===== config.mk =====
export PLATFORM = sky130hd
export DESIGN_NAME = uart_rx_param
export DESIGN_NICKNAME = d
export VERILOG_FILES = /design/src/rtl/uart_pkg.sv /design/src/rtl/uart_rx_fifo.sv /design/src/rtl/uart_rx_param.sv
export SDC_FILE = /design/constraint.sdc
export NUM_CORES = 1
export LEC_CHECK = 0
export CAP_MARGIN = 20
export CORE_ASPECT_RATIO = 1.1
export CORE_MARGIN = 5
export CORE_UTILIZATION = 55
export CTS_BUF_LIST = sky130_fd_sc_hd__clkbuf_2
export DETAILED_ROUTE_END_ITERATION = 10
export DONT_BUFFER_PORTS = 1
export GPL_TIMING_DRIVEN = 0
export PLACE_DENSITY = 0.7
export SETUP_SLACK_MARGIN = 0.05
export SLEW_MARGIN = 30
export SYNTH_ARGS = -nofsm -noshare
export SYNTH_HDL_FRONTEND = slang
export SYNTH_SLANG_ARGS = --single-unit

===== constraint.sdc =====
create_clock -name clk -period 3.7 [get_ports clk]
set_clock_uncertainty 0.2 [all_clocks]
set_input_delay 1.11 -clock clk [delete_from_list [all_inputs] [get_ports clk]]
set_output_delay 1.11 -clock clk [all_outputs]
set_load 0.01 [all_outputs]

===== src/rtl/uart_pkg.sv =====
// uart_pkg: definitions shared by the UART receive and transmit paths.
//   - parity encoding constants (PAR_NONE / PAR_ODD / PAR_EVEN)
//   - default clocks-per-bit for 115200 baud on a 50 MHz clock
//   - receiver FSM state encoding
//   - 3-input majority helper used by the bit voter
package uart_pkg;

    localparam int BAUD_DIV_DEFAULT = 434;

    localparam int PAR_NONE = 0;
    localparam int PAR_ODD  = 1;
    localparam int PAR_EVEN = 2;

    localparam int SYNC_STAGES = 2;

    typedef enum logic [2:0] {
        ST_IDLE      = 3'd0,
        ST_START     = 3'd1,
        ST_DATA      = 3'd2,
        ST_PARITY    = 3'd3,
        ST_STOP      = 3'd4,
        ST_WAIT_IDLE = 3'd5
    } rx_state_t;

    function automatic logic majority3(input logic a, input logic b, input logic c);
        return (a & b) | (a & c) | (b & c);
    endfunction

endpackage


===== src/rtl/uart_rx_fifo.sv =====
// uart_rx_fifo: synchronous FIFO with registered head data.
//   clk   : clock
//   rst   : synchronous active-high reset (empties the FIFO, clears head)
//   push  : write din; accepted when not full, or when a pop happens too
//   din   : write data
//   pop   : remove head entry; ignored while empty
//   dout  : registered head-of-FIFO data
//   full  : FIFO holds DEPTH entries
//   empty : FIFO holds no entries
module uart_rx_fifo #(
    parameter int WIDTH = 8,
    parameter int DEPTH = 4
) (
    input  logic             clk,
    input  logic             rst,
    input  logic             push,
    input  logic [WIDTH-1:0] din,
    input  logic             pop,
    output logic [WIDTH-1:0] dout,
    output logic             full,
    output logic             empty
);

    localparam int AW = $clog2(DEPTH);

    logic [WIDTH-1:0] mem [DEPTH];
    logic [AW:0]      wr_ptr_reg;
    logic [AW:0]      rd_ptr_reg;
    logic [AW:0]      rd_ptr_next;
    logic [WIDTH-1:0] head_reg;
    logic             do_push;
    logic             do_pop;

    // Pointers carry one extra wrap bit so full and empty are distinguishable.
    assign empty = (wr_ptr_reg == rd_ptr_reg);
    assign full  = (wr_ptr_reg[AW] != rd_ptr_reg[AW]) &&
                   (wr_ptr_reg[AW-1:0] == rd_ptr_reg[AW-1:0]);

    assign do_pop      = pop & ~empty;
    assign do_push     = push & (~full | do_pop);
    assign rd_ptr_next = rd_ptr_reg + {{AW{1'b0}}, do_pop};

    always_ff @(posedge clk) begin
        if (do_push) begin
            mem[wr_ptr_reg[AW-1:0]] <= din;
        end
    end

    // The head register tracks the entry at rd_ptr_next. When that slot is the
    // one being written this cycle the array still holds stale data, so the
    // incoming word is forwarded directly.
    always_ff @(posedge clk) begin
        if (rst) begin
            wr_ptr_reg <= '0;
            rd_ptr_reg <= '0;
            head_reg   <= '0;
        end else begin
            if (do_push) begin
                wr_ptr_reg <= wr_ptr_reg + 1'b1;
            end
            rd_ptr_reg <= rd_ptr_next;
            if (do_push && (wr_ptr_reg == rd_ptr_next)) begin
                head_reg <= din;
            end else if (do_pop) begin
                head_reg <= mem[rd_ptr_next[AW-1:0]];
            end
        end
    end

    assign dout = head_reg;

endmodule


===== src/rtl/uart_rx_param.sv =====
// uart_rx_param: parametrised UART receiver with majority-vote sampling and RX FIFO.
//   clk        : system clock
//   rst        : synchronous active-high reset
//   rx         : asynchronous serial input, idles high
//   data_out   : head-of-FIFO data word
//   frame_err  : head entry had a low stop bit
//   parity_err : head entry failed the parity check
//   break_det  : head entry was a break (all bits low)
//   valid      : FIFO not empty
//   ready      : consumer pops the head when valid && ready
//   overrun    : one-cycle pulse after a completed frame was dropped (FIFO full)
module uart_rx_param
    import uart_pkg::*;
#(
    parameter int BAUD_DIV   = BAUD_DIV_DEFAULT,
    parameter int DATA_BITS  = 8,
    parameter int PARITY     = PAR_NONE,
    parameter int STOP_BITS  = 1,
    parameter int FIFO_DEPTH = 4
) (
    input  logic                 clk,
    input  logic                 rst,
    input  logic                 rx,
    output logic [DATA_BITS-1:0] data_out,
    output logic                 frame_err,
    output logic                 parity_err,
    output logic                 break_det,
    output logic                 valid,
    input  logic                 ready,
    output logic                 overrun
);

    localparam int MID     = BAUD_DIV / 2;
    localparam int CNT_W   = $clog2(BAUD_DIV);
    localparam int BIT_W   = $clog2(DATA_BITS);
    localparam int ENTRY_W = DATA_BITS + 3;

    localparam logic [CNT_W-1:0] CNT_S0   = CNT_W'(MID - 1);
    localparam logic [CNT_W-1:0] CNT_S1   = CNT_W'(MID);
    localparam logic [CNT_W-1:0] CNT_VOTE = CNT_W'(MID + 1);
    localparam logic [CNT_W-1:0] CNT_LAST = CNT_W'(BAUD_DIV - 1);

    logic [SYNC_STAGES-1:0] sync_reg;
    logic                   rxs;
    logic                   rxs_prev_reg;

    rx_state_t              state_reg;
    rx_state_t              state_next;

    logic [CNT_W-1:0]       cnt_reg;
    logic                   samp0_reg;
    logic                   samp1_reg;
    logic [DATA_BITS-1:0]   shift_reg;
    logic [BIT_W-1:0]       bit_idx_reg;
    logic                   stop_idx_reg;
    logic                   par_bit_reg;
    logic                   frame_err_reg;
    logic                   overrun_reg;

    logic                   vote;
    logic                   at_vote;
    logic                   at_end;
    logic                   fall_edge;
    logic                   last_data;
    logic                   last_stop;

    logic                   push;
    logic                   frame_err_new;
    logic                   parity_err_new;
    logic                   break_new;
    logic                   data_par;
    logic [ENTRY_W-1:0]     entry;

    logic [ENTRY_W-1:0]     head;
    logic                   fifo_full;
    logic                   fifo_empty;
    logic                   pop_fire;

    // Input synchroniser, idles high so reset does not look like a start edge.
    always_ff @(posedge clk) begin
        if (rst) begin
            sync_reg     <= '1;
            rxs_prev_reg <= 1'b1;
        end else begin
            sync_reg     <= {sync_reg[SYNC_STAGES-2:0], rx};
            rxs_prev_reg <= rxs;
        end
    end

    assign rxs       = sync_reg[SYNC_STAGES-1];
    assign fall_edge = rxs_prev_reg & ~rxs;

    // The two early samples are held; the third is the live input, so the
    // vote is valid exactly when cnt reaches the third sample point.
    assign vote      = majority3(samp0_reg, samp1_reg, rxs);
    assign at_vote   = (cnt_reg == CNT_VOTE);
    assign at_end    = (cnt_reg == CNT_LAST);
    assign last_data = (bit_idx_reg == BIT_W'(DATA_BITS - 1));
    assign last_stop = (STOP_BITS == 1) ? 1'b1 : stop_idx_reg;

    // ---------------- FSM: state register ----------------
    always_ff @(posedge clk) begin
        if (rst) begin
            state_reg <= ST_IDLE;
        end else begin
            state_reg <= state_next;
        end
    end

    // ---------------- FSM: next-state logic ----------------
    always_comb begin
        state_next = state_reg;
        case (state_reg)
            ST_IDLE: begin
                if (fall_edge) state_next = ST_START;
            end
            ST_START: begin
                if (at_vote && vote) state_next = ST_IDLE;
                else if (at_end)     state_next = ST_DATA;
            end
            ST_DATA: begin
                if (at_end && last_data) begin
                    state_next = (PARITY != PAR_NONE) ? ST_PARITY : ST_STOP;
                end
            end
            ST_PARITY: begin
                if (at_end) state_next = ST_STOP;
            end
            ST_STOP: begin
                // Leaving at the last vote (mid-bit) lets a back-to-back start
                // edge be caught without a gap.
                if (at_vote && last_stop) begin
                    state_next = rxs ? ST_IDLE : ST_WAIT_IDLE;
                end
            end
            ST_WAIT_IDLE: begin
                if (rxs) state_next = ST_IDLE;
            end
            default: state_next = ST_IDLE;
        endcase
    end

    // ---------------- FSM: outputs ----------------
    always_comb begin
        push           = 1'b0;
        frame_err_new  = frame_err_reg | ~vote;
        data_par       = (^shift_reg) ^ par_bit_reg;
        parity_err_new = 1'b0;
        break_new      = 1'b0;
        if (PARITY == PAR_ODD) begin
            parity_err_new = ~data_par;
        end else if (PARITY == PAR_EVEN) begin
            parity_err_new = data_par;
        end
        break_new = (shift_reg == '0) &&
                    ((PARITY == PAR_NONE) || !par_bit_reg) &&
                    frame_err_new;
        if ((state_reg == ST_STOP) && at_vote && last_stop) begin
            push = 1'b1;
        end
    end

    assign entry = {break_new, parity_err_new, frame_err_new, shift_reg};

    // ---------------- Bit timing and data path ----------------
    always_ff @(posedge clk) begin
        if (rst) begin
            cnt_reg       <= '0;
            samp0_reg     <= 1'b1;
            samp1_reg     <= 1'b1;
            shift_reg     <= '0;
            bit_idx_reg   <= '0;
            stop_idx_reg  <= 1'b0;
            par_bit_reg   <= 1'b0;
            frame_err_reg <= 1'b0;
        end else begin
            if (cnt_reg == CNT_S0) samp0_reg <= rxs;
            if (cnt_reg == CNT_S1) samp1_reg <= rxs;

            // cnt idles at 0 so the START bit begins counting from a clean zero.
            if (state_reg == ST_IDLE || state_reg == ST_WAIT_IDLE || at_end) begin
                cnt_reg <= '0;
            end else begin
                cnt_reg <= cnt_reg + 1'b1;
            end

            case (state_reg)
                ST_START: begin
                    bit_idx_reg   <= '0;
                    stop_idx_reg  <= 1'b0;
                    frame_err_reg <= 1'b0;
                    par_bit_reg   <= 1'b0;
                end
                ST_DATA: begin
                    // LSB arrives first: shift right, new bit enters at the top.
                    if (at_vote) shift_reg <= {vote, shift_reg[DATA_BITS-1:1]};
                    if (at_end)  bit_idx_reg <= bit_idx_reg + 1'b1;
                end
                ST_PARITY: begin
                    if (at_vote) par_bit_reg <= vote;
                end
                ST_STOP: begin
                    if (at_vote) frame_err_reg <= frame_err_new;
                    if (at_end)  stop_idx_reg <= 1'b1;
                end
                default: begin
                end
            endcase
        end
    end

    // ---------------- RX FIFO ----------------
    assign pop_fire = ready & ~fifo_empty;

    uart_rx_fifo #(
        .WIDTH (ENTRY_W),
        .DEPTH (FIFO_DEPTH)
    ) u_fifo (
        .clk   (clk),
        .rst   (rst),
        .push  (push),
        .din   (entry),
        .pop   (ready),
        .dout  (head),
        .full  (fifo_full),
        .empty (fifo_empty)
    );

    always_ff @(posedge clk) begin
        if (rst) begin
            overrun_reg <= 1'b0;
        end else begin
            overrun_reg <= push & fifo_full & ~pop_fire;
        end
    end

    assign data_out   = head[DATA_BITS-1:0];
    assign frame_err  = head[DATA_BITS];
    assign parity_err = head[DATA_BITS+1];
    assign break_det  = head[DATA_BITS+2];
    assign valid      = ~fifo_empty;
    assign overrun    = overrun_reg;

endmodule


==> impl_metrics.env <==
export IMPL_ioPinCount=17
export IMPL_slowest_delay_ns=0.51
export IMPL_post_synth_num_cell_types=54
export IMPL_cts_root_buf="clkbuf_2"
export IMPL_drv_cap=0
export IMPL_initial_core_util_pct=55.6
export IMPL_cts_buffers=9
export IMPL_ir_drop_uv=202
export IMPL_synthAdderAreaFrac_pct=4.16
export IMPL_hold_buffers=0
export IMPL_cts_sinks=86
export IMPL_via_count=2464
export IMPL_area_delta_synth_final_pct=5.72
export IMPL_max_slew_worst_pin_slew_ns=0.705
export IMPL_antenna_left=0
export IMPL_maxSlewHeadroom_pct=52.7
export IMPL_synthCells=306
export IMPL_placedInstanceArea_um2=3970
export IMPL_outcome="completed"
export IMPL_min_period_ns=3.40
export IMPL_ys_ff_latch=86
export IMPL_grt_pass1_wl_um=12200
export IMPL_dp_hpwl_um=5100
export IMPL_h_tree_depth=3
export IMPL_synth_most_common_cell="dfxtp_1"
export IMPL_crit_top_cell="ha_1"
export IMPL_synth_edf_count=40
export IMPL_min_from="sync_reg[0]$_SDFF_PP1_"
export IMPL_diodes=0
export IMPL_utilization_pct=58.8
export IMPL_gp_congestion=0.878
export IMPL_wl_per_cell_um=18.2
export IMPL_p_per_area_nw_per_um2=357
export IMPL_wirelength_um=7410
export IMPL_netlist_top_cells_count="dfxtp_1, edfxtp_1, a21oi_1, mux2i_1, nor2_1"
export IMPL_core_um2=6930
export IMPL_finalInstanceArea_um2=4070
export IMPL_synthMuxAreaShare_pct=11.0
export IMPL_grt_remaining_overflow=0
export IMPL_holdCritPathClass="register to register"
export IMPL_clkLatencyLatePin_ns=0.53
export IMPL_drive_gt1_share_pct=15.5
export IMPL_setup_viol=0
export IMPL_fin_crit_sh_pct=92.0
export IMPL_antenna_found_initial=0
export IMPL_cp_arrival_ns=3.65
export IMPL_ys_flop_type="dfxtp_1"
export IMPL_synth_top_family_by_area="simple AND/OR/NAND/NOR gates"
export IMPL_cp_buffers_inverters=3
export IMPL_worstSetupEndpointType="register"
export IMPL_io_buffers=0
export IMPL_setup_tns_ns=0
export IMPL_drc=0
export IMPL_fmax_mhz=294
export IMPL_grt_use_total_pct=17.5
export IMPL_ys_seq_area_share_pct=55.1
export IMPL_dr_pass1_iters=4
export IMPL_fp_dieArea_um2=8780
export IMPL_crit_fanout=10
export IMPL_crit_type="register to register"
export IMPL_yosysTopAreaCellShare_pct=31.2
export IMPL_drt_iter0_markers=183
export IMPL_synth_compound_area_share_pct=8.71
export IMPL_die_w_um=89.8
export IMPL_clkTransAtPathRegs_ns=0.25
export IMPL_cts_tree="yes"
export IMPL_cpLargestDelayFamily="compound AO/OA/AOI/OAI gates"
export IMPL_final_hold_viol_count=0
export IMPL_cp_cell_sequence="xor2_1, o31ai_1, clkbuf_4, inv_1, ha_1, ha_1, xnor2_1, nand3_1, clkbuf_1, o41ai_1, a21oi_1"
export IMPL_fp_row_count=32
export IMPL_synth_top_area_cell="edfxtp_1"
export IMPL_rsz0062_at_grt="no"
export IMPL_fp_dieH_um=97.8
export IMPL_reg2reg_slack_ns=0.30
export IMPL_crit_path_top_delay_cell="dfxtp_1"
export IMPL_ys_async_sr_fraction_pct=0
export IMPL_critPathLaunch="u_fifo.wr_ptr_reg[1]$_SDFFE_PP0P_"
export IMPL_layout_nets=334
export IMPL_crit_path_start_kind="register"
export IMPL_netlist_area_um2=3850
export IMPL_largest_reg_flops=40
export IMPL_postSynthAreaPerCell_um2=12.6
export IMPL_synth_fp_nets=322
export IMPL_synth_xor_area_share_pct=3.77
export IMPL_crit_required_ns=3.94
export IMPL_rr_startpoint="u_fifo.wr_ptr_reg[1]$_SDFFE_PP0P_"
export IMPL_grt_max_degree=16
export IMPL_cts_setup_buffers=0
export IMPL_cts_resized=0
export IMPL_grt_pass1_vias=2379
export IMPL_yosysWarnings=0
export IMPL_drv_slew=0
export IMPL_clockBufferDepth=2
export IMPL_yosys_area_share_simple_pct=13.5
export IMPL_p_leak_nw=1.53
export IMPL_drt_vias_per_instance=6.04
export IMPL_synth_area_leaders="edfxtp_1, dfxtp_1, mux4_2"
==> worst reg2reg max path, cell delays in order (launching register included) <==
cell,delay (ns)
dfxtp_1,0.51
xor2_1,0.19
o31ai_1,0.42
clkbuf_4,0.36
inv_1,0.07
ha_1,0.19
ha_1,0.33
xnor2_1,0.16
nand3_1,0.12
clkbuf_1,0.26
o41ai_1,0.44
a21oi_1,0.08
==> final timing paths <==
kind / to / depth (start not counted)
setup / recovery: u_fifo.dout[10]$_SDFFE_PP0P_ / 11
hold reg to reg: sync_reg[1]$_SDFF_PP1_ / 1
hold / removal: sync_reg[1]$_SDFF_PP1_ / 1
setup reg to reg: u_fifo.dout[10]$_SDFFE_PP0P_ / 11
==> routing by layer <==
metal  global-route usage [%]  vias up  wire (um)
li1                         -     1181          -
met1                     20.1     1216       3030
met2                     31.9       55       3950
met3                     3.31       12        299
met4                     6.98        0        125
met5                        0        -          0
==> area by class of cell <==
class | count | area (um2)
Buffer | 17 | 90.1
Clock buffer | 9 | 45.0
Clock inverter | 7 | 48.8
Fill cell | 563 | 2860
Inverter | 14 | 52.6
Multi-Input combinational cell | 189 | 1600
Sequential cell | 86 | 2120
Tap cell | 85 | 106
Timing Repair Buffer | 1 | 11.3
==> cells in the final DEF, fill, tap and decap left out, types with 9 or more instances in the layout <==
| cell | instances |
|---|---|
| a21oi_1 | 20 |
| clkbuf_2 | 11 |
| dfxtp_1 | 46 |
| edfxtp_1 | 40 |
| ha_1 | 12 |
| inv_1 | 14 |
| mux2i_1 | 20 |
| mux4_2 | 10 |
| nor2_1 | 20 |
| o41ai_1 | 11 |
| xor2_1 | 9 |
==> report_power, final <==
part / internal [W] / switching, W
combinational: 0.0000145 / 0.0000250
sequential: 0.000991 / 0.00000495
clock: 0.0000900 / 0.000327
total: 0.00110 / 0.000357
==> through the flow <==
step           worst slack [ns]  hold slack, ns  total power (W)  std cells
2_1_floorplan             0.463           0.189          0.00104        306
3_3_place_gp            -0.0350           0.193          0.00105        391
3_5_place_dp            -0.0712           0.200          0.00105        392
4_1_cts                  0.0537           0.251          0.00146        408
5_1_grt                  0.0551           0.273          0.00151        408
6_report                  0.296           0.246          0.00145        408
==> cell families after synthesis <==
logic type,Yosys count
DFF,86
other,1
and+or+nand+nor,79
xor gates and xnor gates,15
adders and majority gates,13
buffers and inverters,31
AOI/OAI and AO/OA,51
muxes,30
Note: power is estimated with default switching activity, not from simulation.
